--- src/rtl/func_request_issuer_pkg.sv ---
// Shared constants and types for the functionality-arbitration initiator.
// Function bit indices, priority encodings and the request vector type.
package func_request_issuer_pkg;

    localparam int FUNC_W = 3;

    localparam int FUNC_0 = 0;
    localparam int FUNC_1 = 1;
    localparam int FUNC_2 = 2;

    localparam logic PRIO_PANEL1 = 1'b0;
    localparam logic PRIO_PANEL2 = 1'b1;

    typedef logic [FUNC_W-1:0] func_vec_t;

    // A panel is denied when it holds a request the comparator did not grant.
    function automatic logic any_denied(input func_vec_t req, input func_vec_t grant);
        return |(req & ~grant);
    endfunction

endpackage

--- src/rtl/func_debounce.sv ---
// One button bit: 2-FF synchronizer, stability counter and debounced level,
// with a one-cycle pulse on each accepted rising transition.
module func_debounce #(
    parameter int DEBOUNCE_CYCLES = 4
) (
    input  logic clk,
    input  logic rst_n,
    input  logic btn,
    output logic rise
);

    localparam int CNT_W = $clog2(DEBOUNCE_CYCLES + 1);
    localparam logic [CNT_W-1:0] CNT_MAX = CNT_W'(DEBOUNCE_CYCLES);

    logic             sync_q1;
    logic             sync_q2;
    logic             deb_level;
    logic [CNT_W-1:0] cnt;

    always_ff @(posedge clk or negedge rst_n) begin
        if (!rst_n) begin
            sync_q1   <= 1'b0;
            sync_q2   <= 1'b0;
            deb_level <= 1'b0;
            cnt       <= '0;
            rise      <= 1'b0;
        end else begin
            sync_q1 <= btn;
            sync_q2 <= sync_q1;
            rise    <= 1'b0;
            if (sync_q2 == deb_level) begin
                cnt <= '0;
            end else if (cnt == CNT_MAX) begin
                // Level differs here, so the new level alone tells us the edge direction.
                deb_level <= sync_q2;
                rise      <= sync_q2;
                cnt       <= '0;
            end else begin
                cnt <= cnt + 1'b1;
            end
        end
    end

endmodule

--- src/rtl/func_request_issuer.sv ---
// Initiator side of the functionality arbitration: debounced press-to-toggle
// requests per panel, denial flags, and optional priority rotation (FAIR_ROTATE_EN).
module func_request_issuer
    import func_request_issuer_pkg::*;
#(
    parameter int DEBOUNCE_CYCLES = 4,
    parameter int STARVE_CYCLES   = 8
) (
    input  logic              clk,
    input  logic              rst_n,
    input  logic [FUNC_W-1:0] btn1,
    input  logic [FUNC_W-1:0] btn2,
    input  logic              clr1,
    input  logic              clr2,
    input  logic [FUNC_W-1:0] grant1,
    input  logic [FUNC_W-1:0] grant2,
    output logic [FUNC_W-1:0] f1,
    output logic [FUNC_W-1:0] f2,
    output logic              p_signal,
    output logic              denied1,
    output logic              denied2
);

    logic [2*FUNC_W-1:0] btn_all;
    logic [2*FUNC_W-1:0] rise_all;
    func_vec_t           rise1;
    func_vec_t           rise2;

    assign btn_all = {btn2, btn1};
    assign rise1   = rise_all[FUNC_W-1:0];
    assign rise2   = rise_all[2*FUNC_W-1:FUNC_W];

    for (genvar i = 0; i < 2*FUNC_W; i++) begin : g_deb
        func_debounce #(
            .DEBOUNCE_CYCLES(DEBOUNCE_CYCLES)
        ) u_deb (
            .clk  (clk),
            .rst_n(rst_n),
            .btn  (btn_all[i]),
            .rise (rise_all[i])
        );
    end

    // Clear wins over a toggle landing in the same cycle.
    always_ff @(posedge clk or negedge rst_n) begin
        if (!rst_n) begin
            f1      <= '0;
            f2      <= '0;
            denied1 <= 1'b0;
            denied2 <= 1'b0;
        end else begin
            f1      <= clr1 ? '0 : (f1 ^ rise1);
            f2      <= clr2 ? '0 : (f2 ^ rise2);
            denied1 <= any_denied(f1, grant1);
            denied2 <= any_denied(f2, grant2);
        end
    end

`ifdef FAIR_ROTATE_EN
    localparam int STARVE_W = $clog2(STARVE_CYCLES + 1);
    localparam logic [STARVE_W-1:0] STARVE_LAST = STARVE_W'(STARVE_CYCLES - 1);

    logic                conflict;
    logic [STARVE_W-1:0] starve_cnt;

    assign conflict = |(f1 & f2);

    // The current conflict cycle is the STARVE_CYCLES-th when the count shows one less.
    always_ff @(posedge clk or negedge rst_n) begin
        if (!rst_n) begin
            starve_cnt <= '0;
            p_signal   <= PRIO_PANEL1;
        end else if (!conflict) begin
            starve_cnt <= '0;
        end else if (starve_cnt == STARVE_LAST) begin
            starve_cnt <= '0;
            p_signal   <= (p_signal == PRIO_PANEL1) ? PRIO_PANEL2 : PRIO_PANEL1;
        end else begin
            starve_cnt <= starve_cnt + 1'b1;
        end
    end
`else
    assign p_signal = PRIO_PANEL1;
`endif

endmodule

--- config.mk ---
export PLATFORM = sky130hd
export DESIGN_NAME = func_request_issuer
export DESIGN_NICKNAME = d
export VERILOG_FILES = /design/src/rtl/func_request_issuer_pkg.sv /design/src/rtl/func_debounce.sv /design/src/rtl/func_request_issuer.sv
export SDC_FILE = /design/constraint.sdc
export NUM_CORES = 1
export LEC_CHECK = 0
export BUFFER_PORTS_ARGS = -buffer_cell sky130_fd_sc_hd__buf_2
export CORE_MARGIN = 2
export CORE_UTILIZATION = 56
export DETAILED_ROUTE_END_ITERATION = 8
export PLACE_DENSITY = 0.85
export SLEW_MARGIN = 40
export SYNTH_ARGS = -nofsm -noshare
export SYNTH_HDL_FRONTEND = slang
export SYNTH_SLANG_ARGS = --single-unit
export TNS_END_PERCENT = 50
--- constraint.sdc ---
create_clock -name clk -period 1.6 [get_ports clk]
set_input_delay 0.16 -clock clk [delete_from_list [all_inputs] [get_ports clk]]
set_output_delay 0.16 -clock clk [all_outputs]
set_load 0.05 [all_outputs]
# [Word level (Yosys, flattened, before mapping)]
# Cells that the tools add are included.
[totals] register_bits=50
[op_classes] add_sub_neg=6 reduce_logical=8 muxes=26 bitwise=12 n_eq_ne=12
[ops] op="2-to-1 mux 3 bit" count=14
[ops] op="adder 3 x 1 -> 3 bit, second input constant" count=6
[ops] op="equality test 3 bit, second input constant" count=6
[ops] op="2-to-1 mux 1 bit" count=12
[ops] op="AND reduction 2 bit" count=6
[ops] op="AND 3 bit" count=2
[ops] op="equality test 1 bit" count=6
[ops] op="NOT 1 bit" count=6
[ops] op="NOT 3 bit" count=2
[ops] op="OR reduction 3 bit" count=2
[ops] op="bitwise XOR 3 bit" count=2

# [Depth between registers and ports, before layout]
[depth] ltp_word=3 mapped_depth=4 mapped_depth_nobuf=4

# [Hierarchy]
# A second synthesis with hierarchy kept.
[hier_totals] cells_unflattened=150 area_unflattened_um2=1980.6
[modules_own_cells] module="func_debounce" area_each_um2=272.8 cells_each=20 seq_area_each_um2=175.2 n_inst=6
[modules_own_cells] module="func_request_issuer" area_each_um2=344.1 cells_each=30 seq_area_each_um2=200.2 n_inst=1

# [Worst setup path before layout]
# OpenSTA, ideal clock, no wires.
[synth_path] kind="reg2reg" from="register g_deb[3].u_deb.cnt[0]" to="register g_deb[3].u_deb.cnt[2]" required_time_ns=1.523 setup_slack_ns=0.481 period_less_slack_ns=1.119 arrival_ns=1.042 stages_incl_launch_ff=5 setup_time_ns=0.077 cell_sequence="dfrtp_1 -> inv_1 -> ha_1 -> or3b_1 -> a21oi_1"
[synth_via] elab_chain_cells=3 word_cells_on_any_way=4 cone_classes="1 x add/sub; 1 x eq/ne; 2 x mux"
[synth_lines] item="start, declared" line="func_debounce.sv:18" source="logic [CNT_W-1:0] cnt;"
[synth_lines] item="start signal, assigned" line="func_debounce.sv:39" source="cnt <= cnt + 1'b1;"
[synth_lines] item="adder 3 x 1 -> 3 bit or equality test 3 bit (tied branches)" line="func_debounce.sv:39, func_debounce.sv:33"
[synth_lines] item="2-to-1 mux 3 bit (*)" line="func_debounce.sv:33" source="end else if (cnt == CNT_MAX) begin"
[synth_lines] item="2-to-1 mux 3 bit (*)" line="func_debounce.sv:31" source="if (sync_q2 == deb_level) begin"
# Mark *: on every way between the ends. The rest lies on a longest branch, timed or not.
# A chain may end at the register's enable or synchronous reset.

# [Worst setup path after layout]
[layout_path] from="register f1[0]" to="register denied1"
[layout_via] elab_chain_cells=2
[layout_lines] item="start, declared" line="func_request_issuer.sv:17" source="output logic [FUNC_W-1:0] f1,"
[layout_lines] item="start signal, assigned" line="func_request_issuer.sv:52" source="f1 <= clr1 ? '0 : (f1 ^ rise1);"
[layout_lines] item="AND 3 bit" line="func_request_issuer_pkg.sv:18" source="return |(req & ~grant);"
[layout_lines] item="OR reduction 3 bit" line="func_request_issuer_pkg.sv:18"
[layout_lines] item="end signal, assigned" line="func_request_issuer.sv:54" source="denied1 <= any_denied(f1, grant1);"
[layout_lines] item="end, declared" line="func_request_issuer.sv:20" source="output logic denied1,"
# Every way passes these cells.

==> results by group <==
Synth
  • Synth top cells by count: dfrtp_1 (50), inv_1 (16), ha_1 (12), nor3b_1 (12), xnor2_1 (12)
  • Register bit total from synthesis: 50
  • Top-area cell type share of the netlist area: 63.41%
  • Post-Synth XOR/XNOR Area: 5.327%
  • Most common cell in the netlist: dfrtp_1
  • Yosys cell types: 16
  • Post-Synth Simple-Gate Area: 14.20%
  • Asr flop ratio synth: 100.0%
  • Sequential fraction of the synthesis area: 63.41%
  • Syn Inst Count: 150
  • Adder-cell share of the synthesized area: 7.609%
  • Dominant synthesized flop cell: dfrtp_1
  • Proportion of synthesized area in mux cells: 3.424%
  • Mapped Nets: 178
  • Area leader, netlist: dfrtp_1
  • Avg Cell Area, Syn: 13.15 um^2
  • Synth Area in Compound Gates: 2.410%
  • Synth Cell Area: 0.001973 mm^2
  • Largest family of logic cells by synthesized area: simple AND/OR/NAND/NOR gates
  • Warnings from Yosys: 0
  • Area contributors post-synth: dfrtp_1 (63%), ha_1 (7.6%), xnor2_1 (5.3%)
  • Number of enable flip-flop cells after synthesis: 0

Clock network
  • Clk sink count: 50
  • Worst-path clk slew: 0.14 ns
  • CTS Buf Count: 5
  • Clock latency at the later pin of the worst-skew pair: 0.37 ns
  • CTS max path bufs: 2
  • CTS root buf: clkbuf_4
  • CTS tree: yes
  • # H-tree levels: 2

Drt
  • Post-route ant nets: 0
  • Drt drc: 0
  • Initial DRC count: 42
  • WL per Instance: 13.15 um
  • Vias: 1,180
  • Post-Route WL: 3.144 mm
  • DR vias/cell: 4.937
  • Pre-antenna DRT Iters: 4

Finish
  • # diodes: 0
  • Nets: 220
  • Syn-to-layout area delta: 21.12%
  • Layout cells sized above 1: 19.69%

Run
  • Number of max-cap violations: 0

STA
  • Max Slew Vio Count: 0
  • Unrepaired setup endpoints after global routing: no
  • Period utilisation layout: 80.39%
  • Clock Skews: 0.01581 ns
  • Max Freq: 777.5 MHz
  • Post-Route Setup TNS: 0 ns
  • Final hold viol count: 0
  • Post-layout min period: 1.286 ns
  • Final setup viols: 0

Floorplan
  • Rows: 21
  • Die area: 0.004014 mm^2
  • Die height: 63.36 um
  • Die X: 63.36 um
  • Initial Util: 58.67%
  • Core footprint: 0.003363 mm^2
  • IO Count: 25

Pwr
  • Clock power share: 27.0%
  • Peak VDD IR: 0.0009064 V
  • Switching share of power: 28.21%
  • Reg power frac: 50.5%
  • P per Cell Area: 1418 mW/mm^2
  • Leak: 0.001135 uW
  • Sw Pwr: 955.9 uW
  • Comb power frac: 22.5%
  • Total power draw: 3388 uW
  • Internal: 2433 uW

Worst setup path
  • CP bufs+invs: 1
  • Crit end category: flip-flop
  • Crit-path leading delay family: buffers and inverters
  • CP peak stage delay: 0.56 ns
  • R2r startpoint: f1[0]
  • Critical path class: reg2reg
  • Worst Path Arrival: 1.56 ns
  • Worst R2R Path Depth: 3
  • Setup crit end: denied1
  • CP max-delay cell: dlygate4sd3_1
  • Worst-path cell chain: nand2b_1 -> o221ai_1 -> dlygate4sd3_1
  • R2R Setup Slk: 0.31 ns
  • R2R Path End: denied1
  • Critical Path RT: 1.87 ns
  • Crit Path Max Fanout: 3
  • Critical path depth in cells: 3
  • CP startpoint: f1[0]
  • Worst setup SP type: flip-flop

Worst hold path
  • HP Class: in2reg

Place
  • Placer Congestion: 0.7271
  • Hpwl dp: 2.294 mm
  • Port Buffer Count: 23

Global routing
  • Vias in the first global route: 1,253
  • First-pass GRT wire length: 5.437 mm
  • Initial antenna violation count: 0
  • Gr usage total: 18.10%
  • Pin count of the biggest net entering global routing: 42
  • Gr ovfl total: 0

Run status
  • Outcome: finished, final reports clean
-- stage by stage --
stage          cell area, um^2  hold slack (ns)  setup WS (ns)  std cells  util [%]
3_5_place_dp              2158          0.04314         0.3602        219     64.17
6_report                  2390          0.01151         0.3137        239     71.06
4_1_cts                   2360         0.001036         0.3269        236     70.16
2_1_floorplan             1973          -0.1356         0.4807        150         -
3_3_place_gp              2158          0.03454         0.4504        219     64.17
5_1_grt                   2390         0.007457         0.2662        239     71.06
-- cells by family (layout without fill, tap and decap cells) --
logic type,after synthesis,after routing
AOI/OAI and AO/OA,8,8
xor gates and xnor gates,12,12
adders and majority gates,12,12
buffers and inverters,17,60
DFF,50,50
muxes,6,6
other,1,1
and+or+nand+nor,44,44
-- cell usage in the layout, fill, tap and decap left out, drive strengths merged, types with 8 or more instances in the layout --
| cell | Yosys | layout |
|---|---|---|
| dfrtp | 50 | 50 |
| buf | 1 | 24 |
| inv | 16 | 16 |
| xnor2 | 12 | 12 |
| nor3b | 12 | 12 |
| ha | 12 | 12 |
| dlygate4sd3 | 0 | 12 |
| nand2b | 8 | 8 |
-- flip-flops by register name, indices dropped and copies added, names as in the netlist --
signal,count
g_deb.u_deb.rise,6
f1,3
g_deb.u_deb.cnt,18
denied1,1
f2,3
denied2,1
g_deb.u_deb.sync_q2,6
g_deb.u_deb.sync_q1,6
g_deb.u_deb.deb_level,6
-- worst min path at each step --
stage | start | to | slack [ns] | cells past startpoint
6_report | grant2[1] | denied2 | 0.01 | 2
5_1_grt | grant2[1] | denied2 | 0.007 | 2
4_1_cts | grant2[2] | denied2 | 0.001 | 2
3_5_place_dp | rst_n | g_deb[4].u_deb.cnt[2] | 0.04 | 1
3_3_place_gp | rst_n | g_deb[4].u_deb.cnt[2] | 0.03 | 1
2_1_floorplan | rst_n | denied1 | -0.14 | 0
-- cell type report --
| cell class | instances | area, um^2 |
|---|---|---|
| clock buffers | 6 | 51.30 |
| multi-input cells | 83 | 654.4 |
| fillers | 244 | 973.4 |
| clock inverters | 2 | 60.06 |
| repair buffers | 36 | 255.2 |
| well taps | 46 | 57.56 |
| flip-flops and latches | 50 | 1251 |
| inverters | 16 | 60.06 |
-- power groups by stage --
stage	logic [uW]	registers, uW	clock network (uW)
floorplan	521	1720	0
global placement	661	1700	0
detailed placement	752	1730	0
CTS	775	1710	932
global route	888	1740	998
finish	761	1710	915
-- repair_timing --
item | 4_1_cts | 5_1_grt
setup buffers | 0 | 0
gates resized for setup | 0 | 0
endpoints found under the setup margin | 0 | 0
hold buffers | 9 | 3
endpoints found under the hold margin | 62 | 2
-- metal layers --
metal | part of all wire [%] | up-vias | global-route usage, %
met2 | 54 | 27 | 32.89
met5 | 0 | - | 0
met3 | 4.9 | 5 | 6.250
met1 | 39 | 583 | 20.00
met4 | 1.2 | 0 | 4.891
li1 | - | 565 | -
Note: power is estimated with default switching activity, not from simulation.
